File: src/rtl/mips_pkg.sv
// Shared fetch-stage definitions: state encoding, reset PC and word-address width.
// The FETCH_SKID_EN build option (see fetch_stage) uses the HOLD state and fetch_pkt_t.
package mips_pkg;

    localparam int WORD_ADDR_W = 30;

    // Word address [31:2] of the first fetch after reset (byte address 0x00003000)
    localparam logic [WORD_ADDR_W-1:0] RESET_PC_DEFAULT = 30'h0000_0C00;

    typedef enum logic [1:0] {
        IDLE = 2'b00,
        REQ  = 2'b01,
        WAIT = 2'b10,
        HOLD = 2'b11
    } fetch_state_e;

    // Instruction plus its PC+4 word address, as parked in the skid buffer
    typedef struct packed {
        logic [31:0]            instr;
        logic [WORD_ADDR_W-1:0] pc4;
    } fetch_pkt_t;

    // Next sequential word address; wraps from all-ones to zero
    function automatic logic [WORD_ADDR_W-1:0] pc_inc(input logic [WORD_ADDR_W-1:0] pc);
        return pc + 30'd1;
    endfunction

endpackage

File: src/rtl/fetch_skid_buf.sv
// One-entry holding register for a response that arrives while decode is stalled.
// Only instantiated when FETCH_SKID_EN is defined. Clear has priority over load.
module fetch_skid_buf
    import mips_pkg::*;
(
    input  logic       clk,
    input  logic       rst_n,
    input  logic       load,
    input  logic       clear,
    input  fetch_pkt_t din,
    output fetch_pkt_t dout,
    output logic       full
);

    fetch_pkt_t data_r;
    logic       full_r;

    // Capture a stalled response, release it on clear
    always_ff @(posedge clk) begin
        if (!rst_n) begin
            data_r <= '0;
            full_r <= 1'b0;
        end else if (clear) begin
            data_r <= '0;
            full_r <= 1'b0;
        end else if (load) begin
            data_r <= din;
            full_r <= 1'b1;
        end
    end

    assign dout = data_r;
    assign full = full_r;

endmodule

File: src/rtl/fetch_stage.sv
// IF stage: owns the fetch PC, keeps a single request outstanding to instruction
// memory, applies branch/jump redirects and presents instr/pc4 with a valid strobe
// to the IF/ID register. Define FETCH_SKID_EN to add a one-entry skid buffer so a
// response arriving under stall_f is parked (HOLD) instead of re-fetched.
module fetch_stage
    import mips_pkg::*;
#(
    parameter logic [WORD_ADDR_W-1:0] RESET_PC = RESET_PC_DEFAULT
) (
    input  logic                   clk,
    input  logic                   rst_n,
    input  logic                   stall_f,
    input  logic                   branch_taken,
    input  logic [WORD_ADDR_W-1:0] branch_target,
    input  logic                   jump_en,
    input  logic [WORD_ADDR_W-1:0] jump_target,
    output logic                   imem_req,
    output logic [WORD_ADDR_W-1:0] imem_addr,
    input  logic                   imem_ready,
    input  logic                   imem_rvalid,
    input  logic [31:0]            imem_rdata,
    output logic [31:0]            instr_f,
    output logic [WORD_ADDR_W-1:0] pc4_f,
    output logic                   valid_f
);

    fetch_state_e           state_r;
    logic [WORD_ADDR_W-1:0] pc_r;
    logic                   drop_r;

    logic                   redirect_s;
    logic [WORD_ADDR_W-1:0] target_s;
    logic                   req_s;
    logic                   accept_s;
    logic                   resp_s;
    logic                   deliver_s;
    logic                   release_s;

`ifdef FETCH_SKID_EN
    logic       capture_s;
    logic       buf_clear_s;
    logic       buf_full_s;
    fetch_pkt_t buf_in_s;
    fetch_pkt_t buf_out_s;
`endif

    // Decode redirect, memory handshake and delivery conditions for this cycle
    always_comb begin
        redirect_s = branch_taken | jump_en;
        if (branch_taken) begin
            target_s = branch_target;
        end else begin
            target_s = jump_target;
        end
        if (rst_n && (state_r == REQ)) begin
`ifdef FETCH_SKID_EN
            req_s = 1'b1;
`else
            req_s = ~stall_f;
`endif
        end else begin
            req_s = 1'b0;
        end
        accept_s  = req_s & imem_ready;
        resp_s    = rst_n & (state_r == WAIT) & imem_rvalid;
        deliver_s = resp_s & ~drop_r & ~stall_f & ~redirect_s;
`ifdef FETCH_SKID_EN
        capture_s   = resp_s & ~drop_r & stall_f & ~redirect_s;
        release_s   = rst_n & (state_r == HOLD) & buf_full_s & ~stall_f & ~redirect_s;
        buf_clear_s = rst_n & (state_r == HOLD) & (redirect_s | ~stall_f);
`else
        release_s = 1'b0;
`endif
    end

    // Fetch FSM: PC, outstanding-request tracking and discard-on-redirect flag
    always_ff @(posedge clk) begin
        if (!rst_n) begin
            state_r <= IDLE;
            pc_r    <= RESET_PC;
            drop_r  <= 1'b0;
        end else begin
            case (state_r)
                IDLE: begin
                    state_r <= REQ;
                    if (redirect_s) pc_r <= target_s;
                end
                REQ: begin
                    if (redirect_s) pc_r <= target_s;
                    // A request accepted alongside a redirect fetched the old PC
                    if (accept_s) begin
                        state_r <= WAIT;
                        drop_r  <= redirect_s;
                    end
                end
                WAIT: begin
                    if (resp_s) begin
                        drop_r <= 1'b0;
                        if (redirect_s) begin
                            pc_r    <= target_s;
                            state_r <= REQ;
                        end else if (drop_r) begin
                            state_r <= REQ;
                        end else if (stall_f) begin
`ifdef FETCH_SKID_EN
                            state_r <= HOLD;
`else
                            state_r <= REQ;
`endif
                        end else begin
                            pc_r    <= pc_inc(pc_r);
                            state_r <= REQ;
                        end
                    end else if (redirect_s) begin
                        pc_r   <= target_s;
                        drop_r <= 1'b1;
                    end
                end
                HOLD: begin
`ifdef FETCH_SKID_EN
                    if (redirect_s) begin
                        pc_r    <= target_s;
                        state_r <= REQ;
                    end else if (!stall_f) begin
                        pc_r    <= pc_inc(pc_r);
                        state_r <= REQ;
                    end
`else
                    state_r <= REQ;
`endif
                end
                default: begin
                    state_r <= IDLE;
                end
            endcase
        end
    end

`ifdef FETCH_SKID_EN
    assign buf_in_s = '{instr: imem_rdata, pc4: pc_inc(pc_r)};

    fetch_skid_buf u_skid (
        .clk   (clk),
        .rst_n (rst_n),
        .load  (capture_s),
        .clear (buf_clear_s),
        .din   (buf_in_s),
        .dout  (buf_out_s),
        .full  (buf_full_s)
    );
`endif

    // Steer the delivered instruction from the memory response or the skid buffer
    always_comb begin
        valid_f = deliver_s | release_s;
        if (deliver_s) begin
            instr_f = imem_rdata;
            pc4_f   = pc_inc(pc_r);
        end
`ifdef FETCH_SKID_EN
        else if (release_s) begin
            instr_f = buf_out_s.instr;
            pc4_f   = buf_out_s.pc4;
        end
`endif
        else begin
            instr_f = 32'h0;
            pc4_f   = 30'h0;
        end
    end

    assign imem_req  = req_s;
    assign imem_addr = pc_r;

endmodule

File: config.mk
export PLATFORM = sky130hd
export DESIGN_NAME = fetch_stage
export DESIGN_NICKNAME = d
export VERILOG_FILES = /design/src/rtl/mips_pkg.sv /design/src/rtl/fetch_skid_buf.sv /design/src/rtl/fetch_stage.sv
export SDC_FILE = /design/constraint.sdc
export NUM_CORES = 1
export LEC_CHECK = 0
export ABC_AREA = 1
export BUFFER_PORTS_ARGS = -buffer_cell sky130_fd_sc_hd__buf_2
export CORE_MARGIN = 5
export CORE_UTILIZATION = 30
export DETAILED_ROUTE_END_ITERATION = 8
export GPL_TIMING_DRIVEN = 0
export PLACE_DENSITY = 0.59
export SYNTH_ARGS = -nofsm -noshare
export SYNTH_HDL_FRONTEND = slang
export SYNTH_SLANG_ARGS = --single-unit
File: constraint.sdc
create_clock -name clk -period 1.8 [get_ports clk]
set_input_delay 0.09 -clock clk [delete_from_list [all_inputs] [get_ports clk]]
set_output_delay 0.09 -clock clk [all_outputs]
set_load 0.05 [all_outputs]
# After elaboration in Yosys (flattened, before gate mapping)
# Cells that the tools add are included.
[word_totals]
ff_bits = 33
input_bits = 99
out_inout_bits = 94
wordCells = 48
[op_classes]
add_sub_neg = 1
n_eq_ne = 8
muxes = 17
bitwise_logic = 10
reduce_logical = 9
[op_table]
columns = ["op", "n"]
rows = [
  ["30-bit two-way mux", 7],
  ["30-bit one-hot mux with 2 select lines", 1],
  ["32-bit two-way mux", 1],
  ["30-bit by 1-bit adder with 30-bit output, second input constant", 1],
  ["4-bit != test, second input constant", 2],
  ["1-bit bitwise AND", 6],
  ["2-bit one-hot mux with 3 select lines", 1],
  ["3-bit AND reduction", 2],
  ["2-bit equality test, second input constant", 2],
  ["1-bit two-way mux", 4],
  ["2-bit two-way mux", 2],
  ["2-bit != test, second input constant", 2],
  ["2-bit nonzero test", 2],
  ["2-bit OR reduction", 2],
  ["3-bit != test, second input constant", 1],
  ["1-bit NOT", 3],
  ["2-bit by 1-bit equality test with 1-bit output, second input constant", 1],
  ["2-bit zero test", 1],
  ["1-bit one-hot mux with 2 select lines", 1],
  ["2-bit AND reduction", 1],
  ["1-bit logical AND", 1],
  ["1-bit bitwise OR", 1],
]

# Longest topological paths before layout
[logic_depth]
ltp_word = 7
mapped_depth = 10

# Least setup slack after synthesis
# Ideal clock, no wire load.
[synth_path]
kind = "reg-to-output"
from = "reg pc_r[0] (netlist: imem_addr[0])"
to = "out pc4_f[27]"
arrival_time_ns = 2.496
slack_ns = -0.786
path_stages_with_launch = 7
cell_sequence = "dfxtp_1 -> inv_1 -> nor2_4 -> nand2_2 -> nor3_1 -> a21oi_1 -> nor3_1"
[synth_between]
elab_chain_len = 2
[synth_lines]
columns = ["element", "line_no", "source"]
rows = [
  ["from (decl)", "fetch_stage.sv:28", "logic [WORD_ADDR_W-1:0] pc_r;"],
  ["from (signal assigned)", "fetch_stage.sv:86", "if (redirect_s) pc_r <= target_s;"],
  ["from (signal assigned)", "fetch_stage.sv:89", "if (redirect_s) pc_r <= target_s;"],
  ["from (signal assigned)", "fetch_stage.sv:100", "pc_r <= target_s;"],
  ["30-bit by 1-bit adder with 30-bit output", "mips_pkg.sv:25", "return pc + 30'd1;"],
  ["30-bit two-way mux", "fetch_stage.sv:156", "if (deliver_s) begin"],
  ["to (decl)", "fetch_stage.sv:23", "output logic [WORD_ADDR_W-1:0] pc4_f,"],
]
# No other way between the ends.

# Worst setup path after layout
[layout_path]
from = "reg state_r[0]"
to = "out instr_f[22]"
[layout_between]
elab_chain_len = 7
[layout_lines]
columns = ["element", "line_no", "source"]
rows = [
  ["from (decl)", "fetch_stage.sv:27", "fetch_state_e state_r;"],
  ["from (signal assigned)", "fetch_stage.sv:79", "state_r <= IDLE;"],
  ["from (signal assigned)", "fetch_stage.sv:85", "state_r <= REQ;"],
  ["from (signal assigned)", "fetch_stage.sv:92", "state_r <= WAIT;"],
  ["2-bit equality test", "fetch_stage.sv:65", "resp_s = rst_n & (state_r == WAIT) & imem_rvalid;"],
  ["1-bit bitwise AND (2 in series)", "fetch_stage.sv:65", ""],
  ["1-bit bitwise AND (3 in series)", "fetch_stage.sv:66", "deliver_s = resp_s & ~drop_r & ~stall_f & ~redirect_s;"],
  ["32-bit two-way mux", "fetch_stage.sv:156", ""],
  ["to (decl)", "fetch_stage.sv:22", "output logic [31:0] instr_f,"],
]
# No other way between the ends.

==> flow_summary.ini <==
[worst_setup_path]
crit_arrival_ns = 1.89
slowest_delay_ns = 0.33
reg2reg_to = imem_addr[25]
required_ns = 1.71
r2r_setup_slack_ns = 0.12
r2r_cells = 9
worstReg2RegStart = drop_r
critPathCaptureType = output port
crit_chain = inv_2 -> nand4_1 -> nor2_2 -> inv_2 -> nor2_4 -> buf_12 -> inv_16 -> buf_12 -> buf_12 -> nor2_4 -> buf_8
crit_path_frequent_cell = buf_12
cp_slowest_cell = dfxtp_2
crit_path_start_kind = flop
cp_max_fo = 6
crit_type = reg2out

[cts]
cts_buffer_depth = 2
clk_latency_ns = 0.29
htree_levels = 2
cts_hold_buf = 0
cts_buffers = 5
root_buffer = clkbuf_8
clock_sinks = 33
clk_pin_slew_ns = 0.07
cts_tree = yes

[sta]
maxSlewHeadroom = 0.609
min_period_ns = 1.98
grt_setup_unrepaired = true
fin_ws_ns = -0.179
tightest_slew_ns = 0.586
hold_slack_ns = 0.132
timing.final.crit_share = 1.10
fmax_mhz = 505
fin_skew_ns = 0.00921
slew_viol_final = 0
setup_viol = 61
hold_violations = 0

[synthesis]
yosysMostFrequentCell = nand2_1
synth_edf_count = 0
synth.avg_cell_area_um2 = 5.70
synth-xor-area-share = 0.0249
synth_top_family_by_area = simple AND/OR/NAND/NOR gates
synth_cell_types = 35
ys.flop_type = dfxtp_1
synth.top_cell.area_share = 0.209
yosys_warnings = 0
synthSimpleGateAreaFrac = 0.397
ys_top_cells_by_area = dfxtp_1 (21%), nand2_1 (17%), nor2_1 (11%), inv_1 (9.0%), a21oi_1 (7.9%)
synthAdderAreaFrac = 0.00395
synth-async-reset-ratio = 0
yosysSeqAreaShare = 0.209
yosysTopAreaCell = dfxtp_1
yosys_register_bits = 33
yosys-top-cells-count = nand2_1 (143), nor2_1 (95), inv_1 (76)
syn-cell-area_mm2 = 0.00317
synth-compound-area-share = 0.220
synthCells = 556
synth_mux_area_frac = 0
synth_fp_nets = 656

[power]
p_int_w = 0.00138
p_sw_frac = 0.408
vdd_drop_max_v = 0.000303
power_frac_seq = 0.375
clock_power_share = 0.244
total_power_w = 0.00233
pwr_density_cell_mw_per_mm2 = 359
p_sw_w = 0.000952
p_comb_frac = 0.381
p_leak_nw = 2.95

[worst_hold_path]
min_delay_path_depth = 3
holdCritStartpoint = imem_ready
holdPathEnd = state_r[1]
min_path_type = in2reg

[die]
fp-row-count = 37
fp.dieW_um = 113
dieArea_mm2 = 0.0127
io_pins = 193
fp.dieH_um = 113
coreArea_mm2 = 0.0103
initial_core_util = 0.307

[global_route]
antenna_found_initial = 0
grt_max_degree = 11
grt_overflow = 0
grt_pass1_wl_um = 23600
grtUsageTotal = 0.228
first_global_vias = 4697

[place]
dpl.hpwl_um = 10900
gp_congestion = 0.897
placedCellCount = 884
dpl-instance-area_mm2 = 0.00463
io_buffers = 192

[final_layout]
final_util = 0.629
stdcell_count = 943
diodes = 0
drive_gt1_frac = 0.555
nFillCells = 857
nets = 906
final_area_mm2 = 0.00649
area_delta_synth_final_pct = 105

[route]
num_vias = 4701
wl_um = 15600
dr.pass1.iters = 5
route.detailed.drc = 0
wl_per_cell_um = 16.5
post_drt_via_cell_ratio = 4.99
drtIter0Drc = 199
ant_nets = 0

[flow_run]
maxCapViolations = 0

[status]
violations = setup timing
outcome = finished with violations
## state kept, by name, indices dropped and copies added (netlist names)
signal,flops
imem_addr,30
state_r,2
drop_r,1
## cells in the final DEF (no fill, tap or decap), types with 7 or more instances in the layout
cell type and n:
buf_2 132, nand2_1 116, inv_1 73, nor2_4 67, buf_6 49, a21oi_1 42
buf_4 35, nand3_1 24, nor2_1 23, nand2_2 23, buf_8 23, nor2_2 15
dfxtp_2 15, buf_12 14, o21ai_0 14, dfxtp_4 14, a22o_1 12, o22a_1 11
nand2_4 8, o21ai_1 8, inv_2 7, a21oi_4 7, a21oi_2 7
## worst max-delay path: cells and delay by family, from the launching register on
| kind | cells | cell delay (ns) |
|---|---|---|
| buffers and inverters | 7 | 0.74 |
| and+or+nand+nor | 4 | 0.53 |
| DFF | 1 | 0.33 |
## metal layers
metal	track usage	vias to the layer above	share of wire
met4	0.0625	0	0.018
met3	0.0455	22	0.077
met1	0.290	2211	0.41
met2	0.394	189	0.50
met5	0	-	0
li1	-	2279	-
## logic make-up after synthesis
| group | Yosys count |
|---|---|
| simple gates | 296 |
| compound gates | 113 |
| buf+inv | 104 |
| flops | 33 |
| xor+xnor | 9 |
| fa+ha+maj | 1 |
## power groups by stage
stage | clock (W) | sequential [W] | combinational, W
after floorplan | 0 | 0.00105 | 0.000329
after global placement | 0 | 0.000889 | 0.000740
after detailed placement | 0 | 0.000891 | 0.000749
after CTS | 0.000572 | 0.000876 | 0.000812
after global routing | 0.000598 | 0.000886 | 0.000955
final | 0.000568 | 0.000876 | 0.000888
## cell type report
| cell class | count | area, um2 | area share |
|---|---|---|---|
| Sequential cell | 33 | 732 | 0.113 |
| Inverter | 83 | 330 | 0.0509 |
| Buffer | 20 | 254 | 0.0391 |
| Clock buffer | 8 | 80.1 | 0.0123 |
| Multi-Input combinational cell | 419 | 2870 | 0.442 |
| Timing Repair inverter | 1 | 11.3 | 0.00174 |
| Tap cell | 136 | 170 | 0.0262 |
| Timing Repair Buffer | 243 | 2050 | 0.315 |
## per-stage QoR
step	setup TNS (ns)	setup slack, ns
floorplan	-4.80	-0.134
global placement	-0.545	-0.109
CTS	-2.97	-0.179
global route	-10.87	-0.263
finish	-6.13	-0.179
detailed placement	-0.550	-0.120
## how the worst max path moves through the flow
stage / start / endpoint / slack, ns / depth (start not counted)
finish: state_r[0] / instr_f[22] / -0.18 / 11
global placement: imem_addr[0] / pc4_f[22] / -0.11 / 10
detailed placement: imem_addr[0] / pc4_f[22] / -0.12 / 10
floorplan: state_r[1] / instr_f[10] / -0.13 / 7
global route: imem_addr[1] / pc4_f[26] / -0.26 / 10
CTS: imem_addr[1] / pc4_f[26] / -0.18 / 10
## what timing repair did
item	4_1_cts	5_1_grt
gates resized for setup	260	83
cloned	6	2
endpoints found under the setup margin	62	92
pin swaps	22	28
setup buffers	30	18
No activity file was read; power rests on OpenSTA's default activity.
